$ cat src/rtl/card_dealer.sv
// card_dealer -- read-side companion to the deck shuffler.
// Once the deck RAM holds a shuffled deck, each deal request reads the next
// sequential RAM word and presents the card code to the game FSM.
// The block is read-only and never drives RAM write enable or write data.
//
// Optional feature macro: CARD_POINTS_EN adds the card_points output, which
// holds the blackjack value of the card and is registered together with card.
//
// Ports:
//   clock        system clock, all state on the rising edge
//   reset_n      asynchronous active-low reset
//   start        1 = dealing enabled; 0 = go to IDLE and rewind the deck
//   deal_req     request the next card (sampled only in READY)
//   memData      RAM read data
//   nextA        registered RAM address
//   memClock     RAM clock strobe, high for the whole READ state
//   card         last dealt card code, held until the next deal
//   card_valid   one-cycle pulse when card is updated
//   cards_dealt  cards dealt since the last rewind
//   busy         high in SET_ADDR / READ / CAPTURE
//   deck_empty   high once DECK_SIZE cards have been dealt
//   card_points  (CARD_POINTS_EN only) points value of card
module card_dealer #(
    parameter int DECK_SIZE = 52,
    parameter int BASE_ADDR = 0,
    parameter int ADDR_W    = 6,
    parameter int DATA_W    = 4
) (
    input  logic              clock,
    input  logic              reset_n,
    input  logic              start,
    input  logic              deal_req,
    input  logic [DATA_W-1:0] memData,
    output logic [ADDR_W-1:0] nextA,
    output logic              memClock,
    output logic [DATA_W-1:0] card,
    output logic              card_valid,
    output logic [ADDR_W-1:0] cards_dealt,
    output logic              busy,
    output logic              deck_empty
`ifdef CARD_POINTS_EN
    ,
    output logic [4:0]        card_points
`endif
);

    typedef enum logic [2:0] {
        IDLE, READY, SET_ADDR, READ, CAPTURE, EMPTY
    } state_t;

    localparam logic [ADDR_W-1:0] BASE = ADDR_W'(BASE_ADDR);
    // Count value just before the final card; reaching it in CAPTURE ends the deck.
    localparam logic [ADDR_W-1:0] LAST = ADDR_W'(DECK_SIZE - 1);

    state_t state, state_nxt;

    // cards_dealt doubles as the read pointer: the next card lives at BASE + count.
    always_ff @(posedge clock or negedge reset_n) begin
        if (!reset_n) state <= IDLE;
        else          state <= state_nxt;
    end

    always_comb begin
        state_nxt = state;
        if (!start) begin
            // Dropping start wins over everything, including an in-flight read.
            state_nxt = IDLE;
        end else begin
            case (state)
                IDLE:     state_nxt = READY;
                READY:    if (deal_req) state_nxt = SET_ADDR;
                SET_ADDR: state_nxt = READ;
                READ:     state_nxt = CAPTURE;
                CAPTURE:  state_nxt = (cards_dealt == LAST) ? EMPTY : READY;
                EMPTY:    state_nxt = EMPTY;
                default:  state_nxt = IDLE;
            endcase
        end
    end

    assign memClock = (state == READ);
    assign busy     = (state == SET_ADDR) || (state == READ) || (state == CAPTURE);

`ifdef CARD_POINTS_EN
    function automatic logic [4:0] points_of(input logic [DATA_W-1:0] c);
        logic [4:0] p;
        p = 5'd0;
        if (c == DATA_W'(1))                             p = 5'd11;
        else if (c >= DATA_W'(11) && c <= DATA_W'(13))   p = 5'd10;
        else if (c >= DATA_W'(2) && c <= DATA_W'(10))    p = 5'(c);
        return p;
    endfunction
`endif

    always_ff @(posedge clock or negedge reset_n) begin
        if (!reset_n) begin
            nextA       <= BASE;
            card        <= '0;
            card_valid  <= 1'b0;
            cards_dealt <= '0;
            deck_empty  <= 1'b0;
`ifdef CARD_POINTS_EN
            card_points <= 5'd0;
`endif
        end else begin
            card_valid <= 1'b0;
            if (!start || state == IDLE) begin
                // Rewind; card (and its points) keep their last value.
                nextA       <= BASE;
                cards_dealt <= '0;
                deck_empty  <= 1'b0;
            end else begin
                case (state)
                    READY: if (deal_req) nextA <= BASE + cards_dealt;
                    CAPTURE: begin
                        card        <= memData;
                        card_valid  <= 1'b1;
                        cards_dealt <= cards_dealt + 1'b1;
                        if (cards_dealt == LAST) deck_empty <= 1'b1;
`ifdef CARD_POINTS_EN
                        card_points <= points_of(memData);
`endif
                    end
                    default: ;
                endcase
            end
        end
    end

endmodule

$ cat config.mk
export PLATFORM = sky130hd
export DESIGN_NAME = card_dealer
export DESIGN_NICKNAME = d
export VERILOG_FILES = /design/src/rtl/card_dealer.sv
export SDC_FILE = /design/constraint.sdc
export NUM_CORES = 1
export LEC_CHECK = 0
export CAP_MARGIN = 10
export CORE_MARGIN = 4
export CORE_UTILIZATION = 38
export CTS_CLUSTER_DIAMETER = 200
export DETAILED_ROUTE_END_ITERATION = 10
export PLACE_DENSITY = 0.75
export SYNTH_ARGS = -nofsm -noshare
export SYNTH_HDL_FRONTEND = slang
export SYNTH_SLANG_ARGS = --single-unit
$ cat constraint.sdc
create_clock -name clock -period 1.2 [get_ports clock]
set_input_delay 0.24 -clock clock [delete_from_list [all_inputs] [get_ports clock]]
set_output_delay 0.24 -clock clock [all_outputs]
set_load 0.005 [all_outputs]
==> flow_summary.json <==
{
  "netlist.area_leader.share_pct": 54.12,
  "grt_util_met2_pct": 32.22,
  "cap_violations": 0,
  "die_area_um2": 3428,
  "vias_per_cell": 5.176,
  "dp_hpwl_um": 1779,
  "synthTopCellsByArea": "dfrtp_1 54%, a22o_1 5.4%, mux2_2 4.6%",
  "port_buffers": 27,
  "cp-end-kind": "output port",
  "final_net_count": 167,
  "wl_um": 2892,
  "insertion_delay_ns": 0.30,
  "cts_tree": "done",
  "fmax_mhz": 643.1,
  "final_area_um2": 1728,
  "cts_hold_buffers": 0,
  "fin_crit_ns": 1.555,
  "p_total_mw": 1.453,
  "diodes": 0,
  "peakVddDrop_mv": 0.8936,
  "placed_area_um2": 1380,
  "synth_seq_cells": 21,
  "grt_pass1_vias": 987,
  "crit_type": "reg2out",
  "outcome": "finished with violations",
  "hold_violations": 0,
  "violations": "negative setup slack",
  "required_ns": 0.96,
  "yosys_warnings": 0,
  "path_max_fanout": 3,
  "power.leakage_nw": 0.8247,
  "use_met3_pct": 1.974,
  "tightest_slew_ns": 0.3162,
  "route.detailed.drc": 0,
  "syn_area_um2": 970.9,
  "numCtsBuffers": 3,
  "die_y_um": 58.55,
  "r2r_setup_slack_ns": -0.30,
  "cts-root-buf": "clkbuf_4",
  "gr-total-overflow": 0,
  "ant_nets": 0,
  "max-slew-margin-rel_pct": 78.79,
  "worst_setup_path_start_kind": "flop",
  "drt_iter0_markers": 16,
  "antenna_found_initial": 0,
  "drive_gt1_share_pct": 49.04,
  "h-tree-depth": 1,
  "powerDensity_nw_per_um2": 840.9,
  "met1_usage_pct": 22.36,
  "dr.pass1.iters": 4,
  "post_drt_wl_per_cell_um": 15.47,
  "clk_pin_slew_ns": 0.12,
  "cts_buffer_depth": 2,
  "fin_skew_ns": 0.003596,
  "fin_crit_sh_pct": 129.6,
  "cts_sinks": 21,
  "finalSetupViolations": 21,
  "vias": 968,
  "grt.total_usage_pct": 17.99,
  "area_delta_synth_final_pct": 77.96,
  "seq_area_frac_synth_pct": 54.12,
  "ys_types": 28,
  "finalWorstSetupSlack_ns": -0.3550,
  "top_usage_layer": "met2",
  "grt_max_degree": 22,
  "worstPathArrival_ns": 1.31,
  "syn_nets": 96,
  "finalMaxSlewViolations": 0,
  "syn-instance-count": 87,
  "rsz0062_at_grt": "yes",
  "rows": 18,
  "place_congestion": 0.7867,
  "synth.largest_area_cell": "dfrtp_1",
  "worst_hold_slack_ns": 0.2596,
  "core_um2": 2455,
  "die_w_um": 58.55,
  "pin_count": 28,
  "syn_area_per_cell_um2": 11.16,
  "start_util_pct": 39.55,
  "final_core_util_pct": 70.39,
  "hp-class": "in2async",
  "grt_pass1_wl_um": 4685,
  "finalSetupTns_ns": -4.525
}
power breakdown:
part / switching, mW / internal (mW)
clock network: 0.221 / 0.124
registers: 0.0210 / 0.742
logic: 0.136 / 0.208
kinds of logic (layout without fill, tap and decap cells):
family | after synthesis | in the layout | synth area share, %
multiplexers | 4 | 4 | 4.639
flip-flops | 21 | 21 | 54.12
buffers and inverters | 6 | 76 | 2.964
AND/OR/NAND/NOR | 28 | 28 | 18.30
adder cells (fa/ha/maj) | 1 | 1 | 1.288
AO/OA/AOI/OAI | 27 | 27 | 18.69
layout by cell type (no fill, tap or decap), types with 3 or more instances in the layout:
master,n
buf_4,34
dfrtp_1,20
clkdlybuf4s15_1,13
buf_6,8
clkdlybuf4s50_1,7
a22o_1,6
nand3_1,5
clkbuf_2,5
o21ai_0,4
mux2_4,4
o21ai_1,3
nor2b_4,3
a21oi_2,3
nand2_1,3
clkbuf_4,3
per-layer routing:
layer  share of wire, %  up-vias
met5                  0        -
met4               0.62        0
met3                3.4        2
met2                 54       17
met1                 42      482
li1                   -      467
metrics by stage:
step	setup slack [ns]	std cells
2_1_floorplan	-0.004085	87
5_1_grt	-0.4132	187
3_3_place_gp	-0.3886	156
6_report	-0.3550	187
4_1_cts	-0.3601	184
3_5_place_dp	-0.4041	156
cells in the mapped netlist:
library cell  number
dfrtp_1           21
and2_1             2
buf_2              2
a21oi_1            4
nand4bb_1          1
and3b_1            3
nor2b_1            5
buf_4              1
clkbuf_1           1
nor3_2             1
a22o_1             6
o31a_1             1
o22ai_1            2
nor2_1             1
inv_1              2
ha_1               1
or3_1              2
o311ai_0           2
o211ai_1           1
nand4_1            2
or3b_1             1
mux2_2             4
o21ai_0            8
o31ai_1            1
nand2_1            3
a21boi_0           2
nand3_1            6
nand3b_1           1
registers in the layout (all words and copies together) (netlist names):
name         count
deck_empty       1
cards_dealt      6
state            3
card             4
card_valid       1
nextA            6
repair_timing:
item,in CTS,in global routing
endpoints found under the setup margin,36,29
buffers inserted,24,3
resized for setup,77,18
hold endpoints to repair,0,0
pin swaps,21,5
path summary, 6_finish.rpt:
path | depth (start not counted) | startpoint | end
setup / recovery | 3 | state[0] | busy
hold / removal | 2 | reset_n | nextA[3]
setup reg to reg | 5 | state[0] | nextA[4]
hold reg to reg | 1 | card[3] | card[3]
max in group asynchronous | 2 | reset_n | cards_dealt[0]
min in group clock | 1 | card[3] | card[3]
area by class of cell:
| cell class | instances | area, um2 |
|---|---|---|
| Timing Repair Buffer | 70 | 595.6 |
| Tap cell | 30 | 37.54 |
| Multi-Input combinational cell | 60 | 528.0 |
| Sequential cell | 21 | 526.8 |
| Clock inverter | 1 | 5.005 |
| Inverter | 2 | 12.51 |
| Fill cell | 181 | 726.9 |
| Clock buffer | 3 | 22.52 |
worst max-delay path, stage by stage (launching register included):
cell	delay, ns
dfrtp_1	0.43
or3b_4	0.40
o21ai_2	0.06
buf_2	0.11
No activity file was read; power rests on OpenSTA's default activity.
